**config.mk**
```make
export PLATFORM = sky130hd
export DESIGN_NAME = sync_fifo_ctrl
export DESIGN_NICKNAME = d
export VERILOG_FILES = /design/src/rtl/fifo_pkg.sv /design/src/rtl/fifo_ram_dp.sv /design/src/rtl/sync_fifo_ctrl.sv
export SDC_FILE = /design/constraint.sdc
export NUM_CORES = 1
export LEC_CHECK = 0
export ABC_AREA = 1
export CAP_MARGIN = 20
export CORE_MARGIN = 4
export CORE_UTILIZATION = 50
export DETAILED_ROUTE_END_ITERATION = 8
export PLACE_DENSITY = 0.68
export SLEW_MARGIN = 20
export SYNTH_ARGS = -nofsm -noshare
export SYNTH_HDL_FRONTEND = slang
export SYNTH_SLANG_ARGS = --single-unit
```
**constraint.sdc**
```tcl
create_clock -name clk -period 2.44 [get_ports clk]
set_input_delay 0.366 -clock clk [delete_from_list [all_inputs] [get_ports clk]]
set_output_delay 0.366 -clock clk [all_outputs]
set_load 0.1 [all_outputs]
```
**src/rtl/fifo_pkg.sv**
```systemverilog
// Shared FIFO defaults plus the elaboration-time helpers for sizing and
// level-range checks.
package fifo_pkg;

  localparam int unsigned DEF_DATA_WIDTH   = 8;
  localparam int unsigned DEF_FIFO_DEPTH   = 16;
  localparam int unsigned DEF_FIFO_C_WIDTH = 4;
  localparam int unsigned DEF_AF_LEVEL     = 12;
  localparam int unsigned DEF_AE_LEVEL     = 2;

  function automatic int unsigned log2_ceil(input int unsigned value);
    int unsigned width;
    width = 0;
    while ((64'd1 << width) < 64'(value)) width = width + 1;
    return width;
  endfunction

  function automatic bit level_in_range(input int unsigned level,
                                        input int unsigned lo,
                                        input int unsigned hi);
    return (level >= lo) && (level <= hi);
  endfunction

endpackage

```
**src/rtl/fifo_ram_dp.sv**
```systemverilog
// FIFO storage: synchronous write port, asynchronous read port, no reset.
module fifo_ram_dp #(
  parameter int unsigned DATA_WIDTH = 8,
  parameter int unsigned DEPTH      = 16,
  parameter int unsigned ADDR_WIDTH = 4
) (
  input  logic                  clk_i,
  input  logic                  we_i,
  input  logic [ADDR_WIDTH-1:0] waddr_i,
  input  logic [DATA_WIDTH-1:0] wdata_i,
  input  logic [ADDR_WIDTH-1:0] raddr_i,
  output logic [DATA_WIDTH-1:0] rdata_o
);

  logic [DATA_WIDTH-1:0] mem_q [DEPTH];

  always_ff @(posedge clk_i) begin
    if (we_i) mem_q[waddr_i] <= wdata_i;
  end

  assign rdata_o = mem_q[raddr_i];

endmodule

```
**src/rtl/sync_fifo_ctrl.sv**
```systemverilog
// Single-clock FIFO controller: pointers, occupancy, registered status flags,
// sticky error bits, flush, and FWFT or registered read data path.
module sync_fifo_ctrl
  import fifo_pkg::*;
#(
  parameter int unsigned DATA_WIDTH   = DEF_DATA_WIDTH,
  parameter int unsigned FIFO_DEPTH   = DEF_FIFO_DEPTH,
  parameter int unsigned FIFO_C_WIDTH = DEF_FIFO_C_WIDTH,
  parameter int unsigned AF_LEVEL     = DEF_AF_LEVEL,
  parameter int unsigned AE_LEVEL     = DEF_AE_LEVEL,
  parameter int unsigned FWFT         = 1
) (
  input  logic                    clk,
  input  logic                    rst,
  input  logic                    flush,
  input  logic                    clr_err,
  input  logic                    wr_en,
  input  logic [DATA_WIDTH-1:0]   wr_data,
  input  logic                    rd_en,
  output logic [DATA_WIDTH-1:0]   rd_data,
  output logic                    rd_valid,
  output logic                    full,
  output logic                    empty,
  output logic                    almost_full,
  output logic                    almost_empty,
  output logic [FIFO_C_WIDTH:0]   count,
  output logic                    overflow,
  output logic                    underflow
);

  localparam int unsigned PW = FIFO_C_WIDTH + 1;
  localparam logic [PW-1:0] ONE    = PW'(1);
  localparam logic [PW-1:0] AF_CNT = PW'(AF_LEVEL);
  localparam logic [PW-1:0] AE_CNT = PW'(AE_LEVEL);

  if ((FIFO_DEPTH < 4) || (log2_ceil(FIFO_DEPTH) != FIFO_C_WIDTH) ||
      ((64'd1 << FIFO_C_WIDTH) != 64'(FIFO_DEPTH))) begin : g_bad_depth
    $error("sync_fifo_ctrl: FIFO_DEPTH must be 2**FIFO_C_WIDTH and >= 4");
  end
  if (!level_in_range(AF_LEVEL, 1, FIFO_DEPTH) ||
      !level_in_range(AE_LEVEL, 0, FIFO_DEPTH - 1)) begin : g_bad_level
    $error("sync_fifo_ctrl: AF_LEVEL/AE_LEVEL out of range");
  end

  logic [PW-1:0]         wr_ptr_q, wr_ptr_d, rd_ptr_q, rd_ptr_d, count_q, count_d;
  logic                  full_q, full_d, empty_q, empty_d;
  logic                  afull_q, afull_d, aempty_q, aempty_d;
  logic                  ovf_q, ovf_d, unf_q, unf_d;
  logic                  rd_valid_q, rd_valid_d;
  logic [DATA_WIDTH-1:0] rd_data_q, rd_data_d, ram_rdata;
  logic                  wr_acc, rd_acc;

  fifo_ram_dp #(
    .DATA_WIDTH (DATA_WIDTH),
    .DEPTH      (FIFO_DEPTH),
    .ADDR_WIDTH (FIFO_C_WIDTH)
  ) u_ram (
    .clk_i   (clk),
    .we_i    (wr_acc),
    .waddr_i (wr_ptr_q[FIFO_C_WIDTH-1:0]),
    .wdata_i (wr_data),
    .raddr_i (rd_ptr_q[FIFO_C_WIDTH-1:0]),
    .rdata_o (ram_rdata)
  );

  always_comb begin
    // flush masks both requests, so it can neither move data nor raise errors
    wr_acc     = wr_en & ~full_q & ~flush;
    rd_acc     = rd_en & ~empty_q & ~flush;
    wr_ptr_d   = wr_ptr_q;
    rd_ptr_d   = rd_ptr_q;
    count_d    = count_q;
    rd_data_d  = rd_data_q;
    rd_valid_d = 1'b0;
    ovf_d      = (ovf_q & ~clr_err) | (wr_en & full_q & ~flush);
    unf_d      = (unf_q & ~clr_err) | (rd_en & empty_q & ~flush);

    if (flush) begin
      wr_ptr_d = '0;
      rd_ptr_d = '0;
      count_d  = '0;
    end else begin
      if (wr_acc) wr_ptr_d = wr_ptr_q + ONE;
      if (rd_acc) begin
        rd_ptr_d   = rd_ptr_q + ONE;
        rd_data_d  = ram_rdata;
        rd_valid_d = 1'b1;
      end
      if (wr_acc && !rd_acc)      count_d = count_q + ONE;
      else if (rd_acc && !wr_acc) count_d = count_q - ONE;
    end

    full_d   = (wr_ptr_d[FIFO_C_WIDTH-1:0] == rd_ptr_d[FIFO_C_WIDTH-1:0]) &&
               (wr_ptr_d[FIFO_C_WIDTH] != rd_ptr_d[FIFO_C_WIDTH]);
    empty_d  = (wr_ptr_d == rd_ptr_d);
    afull_d  = (count_d >= AF_CNT);
    aempty_d = (count_d <= AE_CNT);
  end

  always_ff @(posedge clk or posedge rst) begin
    if (rst) begin
      wr_ptr_q   <= '0;
      rd_ptr_q   <= '0;
      count_q    <= '0;
      full_q     <= 1'b0;
      empty_q    <= 1'b1;
      afull_q    <= 1'b0;
      aempty_q   <= 1'b1;
      ovf_q      <= 1'b0;
      unf_q      <= 1'b0;
      rd_valid_q <= 1'b0;
      rd_data_q  <= '0;
    end else begin
      wr_ptr_q   <= wr_ptr_d;
      rd_ptr_q   <= rd_ptr_d;
      count_q    <= count_d;
      full_q     <= full_d;
      empty_q    <= empty_d;
      afull_q    <= afull_d;
      aempty_q   <= aempty_d;
      ovf_q      <= ovf_d;
      unf_q      <= unf_d;
      rd_valid_q <= rd_valid_d;
      rd_data_q  <= rd_data_d;
    end
  end

  // FWFT output is forced to zero while empty so reset shows rd_data = 0
  assign rd_data      = (FWFT != 0) ? (empty_q ? '0 : ram_rdata) : rd_data_q;
  assign rd_valid     = (FWFT != 0) ? ~empty_q : rd_valid_q;
  assign full         = full_q;
  assign empty        = empty_q;
  assign almost_full  = afull_q;
  assign almost_empty = aempty_q;
  assign count        = count_q;
  assign overflow     = ovf_q;
  assign underflow    = unf_q;

endmodule

```
==> flow_summary.ini, run 1 <==
[finish]
area_delta_synth_final_pct = 25.0
diodes = 0
drive_gt1_share_pct = 18.0
nNetsFinal = 693
design_area_um2 = 8190

[timing]
hold_ws_ns = 0.276
slew_viol_final = 0
slew-limit-headroom_pct = 55.1
rsz0062_at_grt = yes
setup_viol = 3
setup_slack_ns = -0.0104
fin_crit_ns = 2.45
worst_slew_pin_slew_ns = 0.671
fin_crit_sh_pct = 100
hold_viol = 0
fmax_mhz = 408
clock_skew_ns = 0.00448
finalSetupTns_ns = -0.0223

[detailed_routing]
num_vias = 4862
wire_per_inst_um = 19.5
drt_wl_total_um = 16700
dr.first_iter.drc_count = 493
first_pass_iters = 5
viasPerCell = 5.67
drc_errors = 0
antenna_violating_nets_post_route = 0

[power_and_ir_drop]
swShare_pct = 29.3
power.internal_w = 0.00525
p_clk_share_pct = 39.1
max-vdd-ir-drop_v = 0.000556
power_switching_w = 0.00217
p_leak_nw = 3.19
p_seq_share_pct = 39.1
p_per_area_nw_per_um2 = 907
power.total_w = 0.00743
pwr-share-comb_pct = 21.9

[critical_path]
rr_worst_depth = 10
crit_path_start_kind = flop
worstSetupPathType = flop to output pin
cp_num_buf_inv = 4
crit_chain = clkinv_4 -> clkbuf_16 -> o21ai_0 -> o22ai_1 -> nand2_1 -> nand2_1 -> inv_1 -> a21oi_2 -> buf_12
cpMaxStageDelayCell = dfrtp_2
worstReg2RegEnd = empty
crit_start = rd_ptr_q[0]
cp-end-kind = output pin
cpLargestDelayFamily = buffers and inverters
arrival_ns = 2.08
worst_ep_required_time_ns = 2.07
regToRegSetupSlack_ns = 0.56
cp_slowest_stage_delay_ns = 0.46
r2r-start = rd_ptr_q[1]
cp_common_cell = nand2_1
cp_max_fo = 8

[logic_synthesis]
synth_xor_area_share_pct = 0.134
yosysTopAreaCellShare_pct = 58.7
synth_warnings = 0
synth_most_common_cell = edfxtp_1
synth_mux_area_share_pct = 0
synth-edff-count = 128
syn_avg_cell_area_um2 = 10.9
syn-instance-count = 603
synthAdderAreaFrac_pct = 1.34
synthTopCellsByCount = 128 x edfxtp_1, 105 x nor2_1, 88 x nand2_1
synth_fp_nets = 624
ys_types = 30
synth_ff_type = edfxtp_1
synth_seq_cells = 149
async_reset_ff_share_pct = 14.1
ys_seq_area_share_pct = 66.8
synthTopCellsByArea = edfxtp_1 59%, dfrtp_1 7.3%, nor2_1 6.0%, o21ai_0 5.1%, nand2_1 5.0%
yosys.area_share.simple_pct = 16.8
yosys.area.top_type = edfxtp_1
synth_compound_area_share_pct = 9.90
synth_top_family_by_area = simple AND/OR/NAND/NOR gates
synth_area_um2 = 6550

[floorplanning]
rows = 41
core_um2 = 12700
start_util_pct = 51.5
io-pin-count = 34
die_x_um = 122
die-area_um2 = 15000
fp.dieH_um = 122

[clock_tree]
cts_hold_buf = 0
clk_latency_ns = 0.42
cts_tree = done
cts_made_buffers = 17
cts.clk_slew.worst_paths_ns = 0.06
clockRootBuffer = clkbuf_16
clock_path_buffers = 2
cts_sinks = 149
cts_htree_levels = 4

[status]
violations = negative setup slack
status = finished, violations left

[grt]
antenna_found_initial = 0
grt_max_degree = 48
grtUsageTotal_pct = 22.3
grt_pass1_wl_um = 24900
grt.overflow.total = 0
first_global_vias = 4684

[hold_path]
hold_class = input port to asynchronous set/reset pin

[place]
gp_congestion = 0.897
dp_slack_ns = 0.306
dp.final_hpwl_um = 10400
numPortBuffers = 33
place_area_um2 = 7310

[run]
drv_cap = 0
-- worst reg2reg max path: stages, from the launching register on --
cell,delay (ns)
dfrtp_1,0.41
buf_4,0.26
ha_1,0.22
nand3_2,0.11
nor2_1,0.19
xor2_1,0.21
nand2_1,0.12
nor2_1,0.15
inv_1,0.05
nand2_1,0.06
nor2_1,0.04
-- cells in the final DEF (no fill, tap or decap), drive strengths merged, types with 13 or more instances in the layout --
cell / synthesis / layout
a21oi: 14 / 14
buf: 15 / 57
clkbuf: 10 / 23
clkdlybuf4s50: 0 / 13
dfrtp: 19 / 19
edfxtp: 128 / 128
inv: 52 / 52
nand2: 93 / 93
nand3: 33 / 33
nor2: 108 / 108
o211ai: 16 / 16
o21ai: 68 / 68
o22ai: 16 / 16
-- flip-flops by register name, summed over array words and instances (netlist names) --
signal        count
u_ram.mem_q     128
rd_ptr_q          5
full              1
almost_full       1
underflow         1
almost_empty      1
overflow          1
empty             1
count             5
wr_ptr_q          5
-- area by class of cell --
| cell class | instances | area, um^2 |
|---|---|---|
| fillers | 1033 | 4530 |
| flip-flops and latches | 149 | 4370 |
| multi-input cells | 376 | 1870 |
| repair buffers | 75 | 860 |
| clock buffers | 18 | 429 |
| clock inverters | 14 | 231 |
| well taps | 172 | 215 |
| inverters | 53 | 206 |
-- metrics by stage --
step                instances  utilization, %
finish                    857            64.4
global placement          815            57.4
floorplan                 603               -
CTS                       847            62.8
detailed placement        815            57.4
global route              857            64.4
-- power by group through the flow --
stage               clock network (W)  registers (W)  logic (W)
floorplan                           0        0.00308   0.000896
global placement                    0        0.00295    0.00150
detailed placement                  0        0.00295    0.00152
CTS                           0.00294        0.00290    0.00153
global route                  0.00307        0.00291    0.00172
finish                        0.00290        0.00290    0.00162
-- what timing repair did --
item,4_1_cts,5_1_grt
setup buffers,0,2
endpoints found under the setup margin,8,8
pin swaps,0,12
gates cloned,0,8
resized for setup,8,9
-- per-layer routing --
layer / GRT usage, % / wire length, um
met3: 4.52 / 927
met1: 29.5 / 7090
met5: 0 / 0
met4: 8.89 / 360
met2: 36.3 / 8290
-- worst max-delay path by stage --
stage,endpoint,cells after the start
after floorplan,rd_data[0],9
after global placement,u_ram.mem_q[2][4],6
after detailed placement,u_ram.mem_q[2][4],6
after CTS,rd_data[2],8
after global routing,rd_data[0],9
final,rd_data[2],9
-- cell families after synthesis --
logic type               count (synthesis)
adder cells (fa/ha/maj)                  7
buffers and inverters                   78
AND/OR/NAND/NOR                        252
AO/OA/AOI/OAI                          116
XOR/XNOR                                 1
flip-flops                             149
(Power assumes the default switching activity.)
==> run 2, diff against run 1 <==
- ABC_CLOCK_PERIOD_IN_PS: not set -> 2440
==> results of run 2 <==
Final layout, timing and power as in run 1 (identical DEF).
==> run 3, diff against run 2 <==
- CORE_UTILIZATION: 50 -> 53
- PLACE_DENSITY: 0.68 -> 0.72
- SLEW_MARGIN: 20 -> 25
==> run 3 against run 2 <==
  * The flow still finishes with violations (negative setup slack)
  * Core utilization rose by 0.98 points
  * Setup slack better by 0.0099 ns
  * Combinational power fell by 3%
  * Sequential share of layout area rose by 2.1 points
  * Register-to-register slack better by 0.05 ns
  * Flip-flop and latch count unchanged
  * Die area shrank 5.3%
  * Total power shrank 8.8%
  * Wire length shrank 4.6%
==> flow_summary.ini, run 3 (synthesis results as in run 1) <==
[hold_path]
hold_class = input port to asynchronous set/reset pin

[timing]
fin_crit_ns = 2.44
rsz0062_at_grt = yes
clock_skew_ns = 0.00573
worst_slew_pin_slew_ns = 0.761
hold_viol = 0
setup_viol = 1
setup_slack_ns = -0.000490
slew-limit-headroom_pct = 49.1
fin_crit_sh_pct = 100
slew_viol_final = 0
fmax_mhz = 410

[floorplanning]
io-pin-count = 34
die-area_um2 = 14200
start_util_pct = 54.3
die_x_um = 119
fp.dieH_um = 119
core_um2 = 12100
rows = 40

[place]
numPortBuffers = 33
dp_cells = 808
dp_slack_ns = 0.178
dp.final_hpwl_um = 10000
gp_congestion = 0.897

[clock_tree]
cts_setup_buffers = 0
clk_latency_ns = 0.42
cts_made_buffers = 17
cts_htree_levels = 4
cts_sinks = 149
clock_path_buffers = 2
cts.clk_slew.worst_paths_ns = 0.06
cts_tree = done
clockRootBuffer = clkbuf_16

[detailed_routing]
drc_errors = 0
viasPerCell = 5.67
dr.first_iter.drc_count = 504
antenna_violating_nets_post_route = 0
drt_wl_total_um = 15900
num_vias = 4767
first_pass_iters = 5
wire_per_inst_um = 18.9

[run]
drv_cap = 0

[finish]
register_area_um2 = 4370
diodes = 0
nFillCells = 931
nNetsFinal = 682
drive_gt1_share_pct = 16.0
regMostFlops = u_ram.mem_q
fin_cells = 841
final_common_cell = edfxtp_1
largest_reg_flops = 128
multiInputGateArea_um2 = 1890
area_delta_synth_final_pct = 20.4
final_cell_mix = 128 x edfxtp_1, 104 x nor2_1, 87 x nand2_1, 59 x o21ai_0, 41 x inv_1

[power_and_ir_drop]
p_per_area_nw_per_um2 = 859
p_seq_share_pct = 43.0
pwr-share-comb_pct = 23.2
power.internal_w = 0.00468
max-vdd-ir-drop_v = 0.000472
p_leak_nw = 3.03
power_switching_w = 0.00209
swShare_pct = 30.9
p_clk_share_pct = 33.8

[grt]
first_global_vias = 4670
grtUsageTotal_pct = 23.4
grt_max_degree = 41
grt_pass1_wl_um = 25100
grt.overflow.total = 0
antenna_found_initial = 0

[critical_path]
cp-end-kind = output pin
arrival_ns = 2.07
worstReg2RegEnd = full
worst_ep_required_time_ns = 2.07
worstSetupPathType = flop to output pin
crit_path_start_kind = flop
r2r-start = rd_ptr_q[1]
regToRegSetupSlack_ns = 0.61
rr_worst_depth = 9
cp_max_fo = 28

[status]
status = finished, violations left
violations = negative setup slack
run 3: metal layers:
layer / GRT usage [%] / part of all wire [%] / up-vias
met5: 0 / 0 / -
met4: 9.78 / 2.5 / 0
met3: 5.56 / 8.0 / 34
met2: 36.4 / 49 / 230
met1: 31.9 / 40 / 2291
li1: - / - / 2212
run 3: worst max path at each step:
stage	startpoint	endpoint	slack, ns	cells after the start
2_1_floorplan	rd_ptr_q[0]	rd_data[0]	0.03	9
3_3_place_gp	rd_ptr_q[2]	rd_data[0]	0.24	5
3_5_place_dp	rd_ptr_q[2]	rd_data[1]	0.18	5
4_1_cts	rd_ptr_q[0]	rd_data[2]	-0.003	9
5_1_grt	rd_ptr_q[0]	rd_data[2]	-0.11	8
6_report	rd_ptr_q[0]	rd_data[2]	-0.0005	8
run 3: timing repair:
action                     4_1_cts  5_1_grt
pin swaps                        1        1
gates cloned                     2        0
setup endpoints to repair        8        8
resized for setup               14       16
hold endpoints to repair         0        0
hold buffers                     0        0
run 3: layout make-up:
| type | count | share of cell area [%] |
|---|---|---|
| clock buffers | 22 | 5.63 |
| clock inverters | 9 | 0.794 |
| inverters | 53 | 2.63 |
| multi-input cells | 376 | 23.9 |
| flip-flops and latches | 149 | 55.5 |
| well taps | 168 | 2.67 |
| repair buffers | 64 | 8.86 |
run 3: worst max-delay path, stage by stage, from the launching register on:
cell and delay (ns):
dfrtp_2 0.45, buf_12 0.20, nor2_1 0.06, nor2_1 0.11
o21ai_0 0.12, o211ai_1 0.15, nand3_1 0.18, a21oi_4 0.18
buf_12 0.19
run 3: stage by stage:
stage | power [W] | TNS, ns | area (um^2) | utilization [%] | hold WS, ns
2_1_floorplan | 0.00398 | 0 | 6580 | - | 0.341
3_3_place_gp | 0.00444 | 0 | 7270 | 60.3 | 0.529
3_5_place_dp | 0.00446 | 0 | 7270 | 60.3 | 0.535
4_1_cts | 0.00677 | -0.00700 | 7870 | 65.2 | 0.243
5_1_grt | 0.00702 | -0.461 | 7880 | 65.4 | 0.263
6_report | 0.00677 | -0.000490 | 7880 | 65.4 | 0.243
run 3: power by group through the flow:
stage / combinational (W) / sequential [W] / clock [W]
finish: 0.00157 / 0.00291 / 0.00229
global route: 0.00167 / 0.00291 / 0.00244
CTS: 0.00156 / 0.00290 / 0.00230
detailed placement: 0.00151 / 0.00295 / 0
global placement: 0.00149 / 0.00295 / 0
floorplan: 0.000896 / 0.00308 / 0
